File: config.mk
export PLATFORM = sky130hd
export DESIGN_NAME = ssram_ctrl
export DESIGN_NICKNAME = d
export VERILOG_FILES = /design/src/rtl/ssram_ctrl.sv
export SDC_FILE = /design/constraint.sdc
export NUM_CORES = 1
export LEC_CHECK = 0
export CORE_MARGIN = 8
export CORE_UTILIZATION = 45
export CTS_BUF_LIST = sky130_fd_sc_hd__clkbuf_8
export DETAILED_ROUTE_END_ITERATION = 12
export GPL_TIMING_DRIVEN = 1
export MAX_ROUTING_LAYER = met4
export PLACE_DENSITY = 0.87
export SYNTH_ARGS = -nofsm -noshare
export SYNTH_HDL_FRONTEND = slang
export SYNTH_SLANG_ARGS = --single-unit
export TNS_END_PERCENT = 30
File: constraint.sdc
create_clock -name csi_clk -period 3.7 [get_ports csi_clk]
set_clock_uncertainty 0.2 [all_clocks]
set_input_delay 0.555 -clock csi_clk [delete_from_list [all_inputs] [get_ports csi_clk]]
set_output_delay 0.555 -clock csi_clk [all_outputs]
set_load 0.01 [all_outputs]
File: src/rtl/ssram_ctrl.sv
// Avalon-MM slave driving a pair of pipelined synchronous SRAMs with single-word ADSP accesses.
// Optional one-entry read cache when SSRAM_RDCACHE_EN is defined.
module ssram_ctrl #(
  parameter int ADDR_W       = 21,
  parameter int READ_LATENCY = 2
) (
  input  logic              csi_clk,
  input  logic              rsi_reset_n,
  input  logic [ADDR_W-1:0] avs_s0_address,
  input  logic              avs_s0_read,
  input  logic              avs_s0_write,
  input  logic [31:0]       avs_s0_writedata,
  input  logic [3:0]        avs_s0_byteenable,
  output logic [31:0]       avs_s0_readdata,
  output logic              avs_s0_waitrequest,
  output logic [ADDR_W-2:0] ssram_addr,
  output logic [31:0]       ssram_dout,
  input  logic [31:0]       ssram_din,
  output logic              ssram_doe,
  output logic [3:0]        ssram_be_n,
  output logic              ssram_adsp_n,
  output logic              ssram0_ce_n,
  output logic              ssram1_ce_n,
  output logic              ssram_oe_n,
  output logic              ssram_we_n,
  output logic              ssram_adv_n,
  output logic              ssram_gw_n,
  output logic              ssram_adsc_n
);

  typedef enum logic [2:0] {IDLE, CMD, WR, RWAIT, ACK} state_t;

  localparam logic [1:0] CNT_INIT = 2'(READ_LATENCY - 1);

  state_t            state, state_nxt;
  logic [ADDR_W-1:0] addr_q;
  logic [3:0]        be_q;
  logic [31:0]       wdata_q;
  logic [31:0]       rdata_q;
  logic              is_wr_q;
  logic [1:0]        cnt_q;
  logic              req, hit, accept, capture;
  logic [31:0]       hit_data;

  assign req     = avs_s0_read | avs_s0_write;
  // A cache hit is served without latching, so the address pins stay still.
  assign accept  = (state == IDLE) && req && !hit;
  assign capture = (state == RWAIT) && (cnt_q == 2'd0);

`ifdef SSRAM_RDCACHE_EN
  logic              c_vld;
  logic [ADDR_W-1:0] c_tag;
  logic [31:0]       c_data;

  assign hit      = (state == IDLE) && avs_s0_read && !avs_s0_write && c_vld && (c_tag == avs_s0_address);
  assign hit_data = c_data;

  always_ff @(posedge csi_clk or negedge rsi_reset_n) begin
    if (!rsi_reset_n) begin
      c_vld  <= 1'b0;
      c_tag  <= '0;
      c_data <= '0;
    end else if ((state == IDLE) && avs_s0_write) begin
      c_vld <= 1'b0;
    end else if (capture) begin
      c_vld  <= 1'b1;
      c_tag  <= addr_q;
      c_data <= ssram_din;
    end
  end
`else
  assign hit      = 1'b0;
  assign hit_data = '0;
`endif

  always_ff @(posedge csi_clk or negedge rsi_reset_n) begin
    if (!rsi_reset_n) state <= IDLE;
    else              state <= state_nxt;
  end

  always_comb begin
    state_nxt = state;
    case (state)
      IDLE:    if (hit) state_nxt = ACK;
               else if (req) state_nxt = CMD;
      CMD:     state_nxt = is_wr_q ? WR : RWAIT;
      WR:      state_nxt = ACK;
      RWAIT:   if (cnt_q == 2'd0) state_nxt = ACK;
      ACK:     state_nxt = IDLE;
      default: state_nxt = IDLE;
    endcase
  end

  always_ff @(posedge csi_clk or negedge rsi_reset_n) begin
    if (!rsi_reset_n) begin
      addr_q  <= '0;
      be_q    <= '0;
      wdata_q <= '0;
      is_wr_q <= 1'b0;
      cnt_q   <= '0;
      rdata_q <= '0;
    end else begin
      if (accept) begin
        addr_q  <= avs_s0_address;
        be_q    <= avs_s0_byteenable;
        wdata_q <= avs_s0_writedata;
        is_wr_q <= avs_s0_write;
      end
      if (state == CMD)                     cnt_q <= CNT_INIT;
      else if (state == RWAIT && cnt_q != 0) cnt_q <= cnt_q - 2'd1;
      if (capture)  rdata_q <= ssram_din;
      else if (hit) rdata_q <= hit_data;
    end
  end

  // Pin strobes decode straight from state so an async reset releases them at once.
  assign ssram_adsp_n       = !(state == CMD);
  assign ssram0_ce_n        = !((state == CMD) && !addr_q[ADDR_W-1]);
  assign ssram1_ce_n        = !((state == CMD) &&  addr_q[ADDR_W-1]);
  assign ssram_we_n         = !(state == WR);
  assign ssram_be_n         = (state == WR) ? ~be_q : 4'hF;
  assign ssram_doe          = (state == WR);
  assign ssram_oe_n         = !(state == RWAIT);
  assign ssram_addr         = addr_q[ADDR_W-2:0];
  assign ssram_dout         = wdata_q;
  assign ssram_adv_n        = 1'b1;
  assign ssram_gw_n         = 1'b1;
  assign ssram_adsc_n       = 1'b1;
  assign avs_s0_waitrequest = (state != ACK);
  assign avs_s0_readdata    = rdata_q;

endmodule

==> impl_metrics.toml, run 1 <==
[synthesis]
synth_edf_count = 0
synth.most_common_cell = "dfrtp_1"
synthFlopType = "dfrtp_1"
yosys-top-cells-area = "dfrtp_1 (60%), mux2_2 (12%), mux2_4 (11%), mux2_1 (5.1%), buf_4 (4.5%)"
ys_seq_elements = 95
synthArstFlopShare_pct = 100.0
synth_commonest_cells = "dfrtp_1 (95), mux2_2 (41), mux2_4 (30), buf_4 (24), mux2_1 (18)"
syn-cell-area_um2 = 3989
synth_warnings = 0
synth_top_area_share_pct = 59.60
netlist_instances = 253
ys_seq_area_share_pct = 59.60
synth.avg_cell_area_um2 = 15.77
synthDistinctLibCells = 26
synth_top_area_cell = "dfrtp_1"

[cells_and_area]
nNetsFinal = 518
n_fill_cell = 641
final_cell_area_um2 = 5924
drive_gt1_share_pct = 21.91
final_cells = 537
insertedDiodeCount = 0
area_growth_pct = 48.53

[critical_path]
cp-end-kind = "output pin"
worstReg2RegEnd = "avs_s0_readdata[31]"
regToRegSetupSlack_ns = 1.43
required_ns = 2.94
r2r_start = "cnt_q[0]"
crit_arrival_ns = 2.05
reg2regPathDepth = 5
crit_path_start_kind = "flip-flop"
crit_type = "reg2out"
slowest_stage = "clkdlybuf4s50_1"
cp_max_fo = 7
worstSetupStartpoint = "state[1]"
cp_slowest_stage_delay_ns = 0.63
cp_cell_sequence = "or2b_1, nor2_1, clkdlybuf4s50_1"

[clock_network]
clk_latency_ns = 0.34
cts_root_buf = "clkbuf_8"
clock-sinks = 95
cts.htree.levels = 3
clk_pin_slew_ns = 0.09
clockBufferDepth = 2
numCtsBuffers = 9
cts_tree = "done"
cts_setup_buffers = 0

[floorplanning]
placementRows = 34
io_pins = 191
die_w_um = 110.2
die-area_um2 = 12130
core-area_um2 = 8678
initial_utilization_pct = 45.96
die_h_um = 110.2

[grt]
grt_pass1_vias = 2905
use_met2_pct = 28.17
antenna_found_initial = 0
grt_busiest_layer = "met2"
grtUsageTotal_pct = 16.68
grt_max_degree = 51
grt.overflow.total = 0
grt_pass1_wl_um = 15150
grt_util_met1_pct = 18.68
grtUsageMet3_pct = 5.233

[min_path]
hp-start = "ssram_dout[2]"
whs_path_depth = 1
hp-class = "reg2reg"
holdPathEnd = "ssram_dout[2]"

[placed_design]
dp_worst_setup_slack_ns = 1.291
gp_congestion = 0.7178
port_buffers = 187
hpwl_um = 7697
placedInstanceArea_um2 = 5742
placed_cells = 520

[detailed_routing]
vias_per_cell = 4.855
drtAntennaViolNets = 0
drtIter0Drc = 51
drt_first_pass_iters = 4
drt_wl_total_um = 9949
vias = 2607
wl_per_cell_um = 18.53
drc = 0

[timing]
setup_ws_ns = 0.8998
worst_slew_pin_slew_ns = 1.047
max_freq_ghz = 0.3571
finalCriticalPeriod_ns = 2.800
drv_slew = 0
rsz0062_at_grt = "false"
fin_crit_sh_pct = 75.68
finalHoldViolCount = 0
slew-limit-headroom_pct = 30.17
finalSetupViolations = 0
setup-tns-final_ns = 0

[power_and_ir_drop]
peakVddDrop_v = 0.0005846
power.density_nw_per_um2 = 849.0
p_leak_nw = 2.571

[status]
status = "completed"

[flow_run]
cap_violations = 0
worst max-delay path, delay by kind of cell (launching register included):
kind,cells,cell delay [ns]
AND/OR/NAND/NOR,2,0.59
flip-flops,1,0.49
buffers and inverters,1,0.63
power breakdown:
part	switching (mW)	leakage, nW	internal, mW	total [mW]
clock network	0.368	0.0888	0.246	0.614
registers	0.299	1.11	1.57	1.87
logic	0.924	1.37	1.62	2.54
total	1.59	2.57	3.44	5.03
layer usage:
metal	routed length [um]	vias to the layer above	part of all wire [%]
met3	863	12	8.7
met2	5097	104	51
li1	-	1176	-
met4	123	0	1.2
met1	3865	1315	39
met5	0	-	0
repair_timing:
item,CTS,global route
hold endpoints to repair,36,0
hold buffers,1,0
resized for setup,0,0
layout make-up:
class / instances / area (um^2) / area share [%]
repair buffers: 191 / 1914 / 32.31
clock inverters: 7 / 48.80 / 0.8237
clock buffers: 9 / 123.9 / 2.091
flip-flops and latches: 95 / 2377 / 40.13
inverters: 5 / 18.77 / 0.3168
multi-input cells: 122 / 1306 / 22.05
well taps: 108 / 135.1 / 2.281
stage by stage:
stage | hold slack, ns | power [mW] | utilization [%]
2_1_floorplan | 0.05941 | 3.249 | -
3_3_place_gp | 0.2663 | 4.369 | 66.16
3_5_place_dp | 0.2784 | 4.471 | 66.16
4_1_cts | 0.2982 | 5.099 | 68.27
5_1_grt | 0.3160 | 5.327 | 68.27
6_report | 0.2939 | 5.030 | 68.27
cell usage in the layout (no fill, tap or decap), types with 2 or more instances in the layout:
master and count:
mux2_4 30, a21oi_1 3, inv_1 7, mux2_1 18, clkbuf_8 9, mux2_2 41
conb_1 3, nor2_1 4, inv_6 2, o21ai_0 2, nand2_1 9, dfrtp_1 95
clkdlybuf4s50_1 186, clkinvlp_4 2, buf_4 3
state kept, by name, indices dropped and copies added, names as in the netlist:
name             cells
is_wr_q              1
cnt_q                2
be_q                 4
state                3
ssram_dout          32
addr_q              21
avs_s0_readdata     32
cell families (layout without fill, tap and decap cells):
| family | count (synthesis) | after routing | synth area share (%) |
|---|---|---|---|
| adder cells (fa/ha/maj) | 1 | 1 | 0.3136 |
| AND/OR/NAND/NOR | 21 | 21 | 2.886 |
| multiplexers | 90 | 90 | 28.20 |
| buffers and inverters | 38 | 212 | 7.873 |
| flip-flops | 95 | 95 | 59.60 |
| other | 1 | 3 | 0.09401 |
| AO/OA/AOI/OAI | 7 | 7 | 1.035 |
worst max-delay path by stage:
stage	depth (start not counted)	end
after CTS	3	ssram_doe
final	3	ssram_doe
after global placement	3	ssram_doe
after detailed placement	3	ssram_doe
after global routing	3	ssram_doe
after floorplan	3	ssram_be_n[0]
(Power assumes the default switching activity.)
==> run 2, diff against run 1 <==
- CORE_UTILIZATION: 45 -> 38
- PLACE_DENSITY: 0.87 -> 0.79
- clock period: 3.7 -> 2.5 ns (I/O delays scaled with it)
==> run 2 against run 1 <==
Register-to-register slack worse by 1.0 ns. Via count down 0.38%. Utilization down 9.6 points. Non-clock buffer count up 2. Power up 51%. Critical path type unchanged. Largest power group unchanged.
==> impl_metrics.toml, run 2 (synthesized netlist as in run 1, its figures left out) <==
[power_and_ir_drop]
p_leak_nw = 2.605
clkPwrFrac_pct = 13.3
p_switching_mw = 2.358
power.density_nw_per_um2 = 1255
p_int_mw = 5.214
peakVddDrop_v = 0.0006518
power_mw = 7.571
p_seq_share_pct = 36.7
p_sw_share_pct = 31.14
power_frac_comb_pct = 50.0

[status]
status = "completed"

[placed_design]
port_buffers = 187
hpwl_um = 7841
gp_congestion = 0.7085
dp_worst_setup_slack_ns = 0.2549

[cells_and_area]
mostFrequentLayoutCells = "clkdlybuf4s50_1 (186), dfrtp_1 (94), mux2_2 (41), mux2_4 (30), mux2_1 (18)"
drive_gt1_share_pct = 23.20
n_fill_cell = 850
area_growth_pct = 51.22
final_common_cell = "clkdlybuf4s50_1"
nNetsFinal = 520
insertedDiodeCount = 0

[detailed_routing]
wl_per_cell_um = 17.78
drt_first_pass_iters = 4
wirelength_met1_um = 3969
met3WireLength_um = 618
vias_per_cell = 4.580
drc = 0
vias = 2597
route.met2.wl_um = 5427
drtIter0Drc = 54
drtAntennaViolNets = 0
top_layer_used = "met4"
drt_wl_total_um = 10080

[floorplanning]
placementRows = 37
die_w_um = 118.5
core-area_um2 = 10280
io_pins = 191
die_h_um = 118.5
initial_utilization_pct = 38.81
die-area_um2 = 14030

[timing]
slew-limit-headroom_pct = 62.84
finalSetupViolations = 0
rsz0062_at_grt = "true"
max_freq_ghz = 0.4055
setup-tns-final_ns = 0
drv_slew = 0
setup_ws_ns = 0.03376
fin_crit_sh_pct = 98.65
finalHoldViolCount = 0
finalCriticalPeriod_ns = 2.466
worst_slew_pin_slew_ns = 0.5573

[clock_network]
clk_pin_slew_ns = 0.09
cts_root_buf = "clkbuf_8"
cts_setup_buffers = 0
cts.htree.levels = 3
cts_tree = "done"
clk_latency_ns = 0.34
clockBufferDepth = 2
numCtsBuffers = 9
clock-sinks = 95

[critical_path]
required_ns = 1.92
crit_path_start_kind = "flip-flop"
cp-end-kind = "output pin"
r2r_start = "cnt_q[0]"
cp_max_fo = 7
crit_arrival_ns = 1.89
worstSetupStartpoint = "state[2]"
crit_type = "reg2out"

[min_path]
hp-class = "reg2reg"
hp-start = "addr_q[13]"

[grt]
grt_max_degree = 53
grt_pass1_vias = 2950
antenna_found_initial = 0
grt.overflow.total = 0
grtUsageTotal_pct = 14.67
grt_pass1_wl_um = 16170

[flow_run]
cap_violations = 0
run 2: layout make-up:
cell class                 instances  area, um^2  share of cell area, %
multi-input combinational        122        1314                  21.78
tap                              136       170.2                  2.821
timing repair buffer             193        1954                  32.40
sequential                        95        2379                  39.43
clock inverter                     7       72.57                  1.203
clock buffer                       9       123.9                  2.054
inverter                           5       18.77                 0.3111
run 2: critical path, stage by stage (launching register included):
cell and delay (ns):
dfrtp_1 0.46, or2b_1 0.28, nor2_2 0.21, clkdlybuf4s50_1 0.60
run 2: power groups by stage:
stage | Clock [mW] | Combinational (mW) | Sequential [mW]
global placement | 0 | 3.77 | 2.75
floorplan | 0 | 1.82 | 2.99
global route | 1.11 | 4.02 | 2.88
detailed placement | 0 | 3.84 | 2.80
CTS | 1.05 | 3.86 | 2.79
finish | 1.01 | 3.79 | 2.78
run 2: worst paths after layout:
path,end,cells past startpoint,slack [ns]
max in group asynchronous,state[1],3,1.22
hold reg to reg,addr_q[13],1,0.29
min in group asynchronous,ssram_dout[6],3,0.34
setup reg to reg,avs_s0_readdata[8],6,0.42
hold / removal,addr_q[13],1,0.29
setup / recovery,ssram_doe,3,0.03
run 2: repair_timing:
item	in CTS	in global routing
setup endpoints to repair	9	9
resized for setup	3	0
hold buffers	1	0
endpoints found under the hold margin	95	0
run 2: per-stage QoR:
stage / hold slack (ns) / cells / util [%] / area (um^2)
floorplan: -0.1206 / 255 / - / 3996
global placement: 0.1822 / 550 / 56.60 / 5817
detailed placement: 0.1807 / 550 / 56.60 / 5817
CTS: 0.2951 / 567 / 58.69 / 6032
global route: 0.3121 / 567 / 58.69 / 6032
finish: 0.2901 / 567 / 58.69 / 6032
run 2: metal layers:
layer | GRT usage, % | vias to the layer above
met1 | 15.87 | 1315
li1 | - | 1185
met2 | 25.83 | 91
met5 | - | -
met4 | 3.083 | 0
met3 | 4.760 | 6
==> run 3, diff against run 2 <==
- CORE_ASPECT_RATIO: not set -> 0.8
- PLACE_DENSITY: 0.79 -> 0.82
==> run 3 against run 2 <==
Sequential power about the same. Flip-flop and latch count is the same. Critical path depth is the same. Critical path type unchanged. Critical endpoint unchanged. Largest cell class unchanged.
==> impl_metrics.toml, run 3 (synthesized netlist as in run 1, its figures left out) <==
[clock_network]
clk_pin_slew_ns = 0.09
cts_tree = "done"
clk_latency_ns = 0.35
numCtsBuffers = 9
clockBufferDepth = 2
cts_root_buf = "clkbuf_8"
cts.htree.levels = 3
clock-sinks = 95

[cells_and_area]
area_growth_pct = 53.58
final_common_cell = "clkdlybuf4s50_1"
insertedDiodeCount = 0
final_cells = 573
mostFrequentLayoutCells = "clkdlybuf4s50_1 (186), dfrtp_1 (92), mux2_2 (41), mux2_4 (30), mux2_1 (18)"
nNetsFinal = 522
fin_util_pct = 59.82
drive_gt1_share_pct = 24.25

[placed_design]
placed_cells = 551
gp_congestion = 0.7041
port_buffers = 187
hpwl_um = 7846

[timing]
finalSetupViolations = 0
setup-tns-final_ns = 0
worst_slew_pin_slew_ns = 1.043
slew-limit-headroom_pct = 30.45
max_freq_ghz = 0.4137
drv_slew = 0
finalHoldViolCount = 0
fin_crit_sh_pct = 96.68
finalCriticalPeriod_ns = 2.417

[detailed_routing]
drtIter0Drc = 70
wl_per_cell_um = 17.95
vias = 2587
drt_first_pass_iters = 4
drtAntennaViolNets = 0
drc = 0
vias_per_cell = 4.515
drt_wl_total_um = 10280

[status]
status = "completed"

[floorplanning]
io_pins = 191
core-area_um2 = 10240
initial_utilization_pct = 38.95
placementRows = 33
die_w_um = 130.5
die_h_um = 107.6
die-area_um2 = 14050

[critical_path]
crit_path_start_kind = "flip-flop"
crit_arrival_ns = 1.84
worstSetupStartpoint = "state[1]"
cp-endpoint = "ssram_doe"
required_ns = 1.92
crit_type = "reg2out"
regToRegSetupSlack_ns = 0.25
cp-end-kind = "output pin"
r2r_start = "cnt_q[0]"
cp_max_fo = 6
worstReg2RegEnd = "avs_s0_readdata[31]"
reg2regPathDepth = 5

[power_and_ir_drop]
peakVddDrop_v = 0.0008963
power.density_nw_per_um2 = 1289
power_mw = 7.895
p_leak_nw = 2.634

[grt]
grt_max_degree = 58
grt.overflow.total = 0
grtUsageTotal_pct = 14.90
antenna_found_initial = 0
grt_pass1_vias = 2926
grt_pass1_wl_um = 15700

[min_path]
hp-class = "reg2reg"

[flow_run]
cap_violations = 0
[run 3: layer usage]
metal  global-route usage, %  wire length, um
met3                   5.248              787
met5                       -                0
met2                   25.38             5384
met1                   16.10             3982
met4                   4.334              131
[run 3: worst min path at each step]
stage                              from            endpoint  slack [ns]  cells after the start
after floorplan             rsi_reset_n           addr_q[0]       -0.12                      0
after global placement      rsi_reset_n  avs_s0_readdata[8]        0.22                      1
after detailed placement    rsi_reset_n  avs_s0_readdata[8]        0.23                      1
after CTS                 ssram_dout[9]       ssram_dout[9]        0.30                      1
after global routing      ssram_dout[9]       ssram_dout[9]        0.31                      1
final                     ssram_dout[9]       ssram_dout[9]        0.29                      1
[run 3: metrics by stage]
step	setup WS [ns]	hold slack, ns	instance area (um^2)
floorplan	0.7215	-0.1206	3996
global placement	0.2752	0.2194	5787
detailed placement	0.2233	0.2302	5787
CTS	0.02183	0.2965	6061
global route	-0.008703	0.3137	6126
finish	0.08295	0.2916	6126
[run 3: worst max-delay path, cell delays in order, from the launching register on]
cell and delay (ns):
dfrtp_2 0.43, or2b_1 0.29, nor2_4 0.19, clkdlybuf4s50_1 0.57
[run 3: layout make-up]
type                            instances  area [um^2]
Fill cell                             867         4114
Sequential cell                        95         2381
Timing Repair Buffer                  195         1982
Multi-Input combinational cell        122         1325
Tap cell                              140        175.2
Clock buffer                            9        123.9
Clock inverter                          7        120.1
Inverter                                5        18.77
[run 3: repair_timing]
item / in CTS / in global routing
hold buffers: 1 / 0
gates resized for setup: 5 / 2
pin swaps: 0 / 1
endpoints found under the setup margin: 9 / 8
endpoints found under the hold margin: 47 / 0
setup buffers: 0 / 5
[run 3: report_power, final]
| part | total [mW] | switching [mW] | internal (mW) | leakage, nW |
|---|---|---|---|---|
| Sequential | 2.78 | 0.448 | 2.33 | 1.11 |
| Combinational | 3.90 | 1.41 | 2.49 | 1.40 |
| Clock | 1.21 | 0.544 | 0.668 | 0.120 |
| Total | 7.89 | 2.40 | 5.49 | 2.63 |
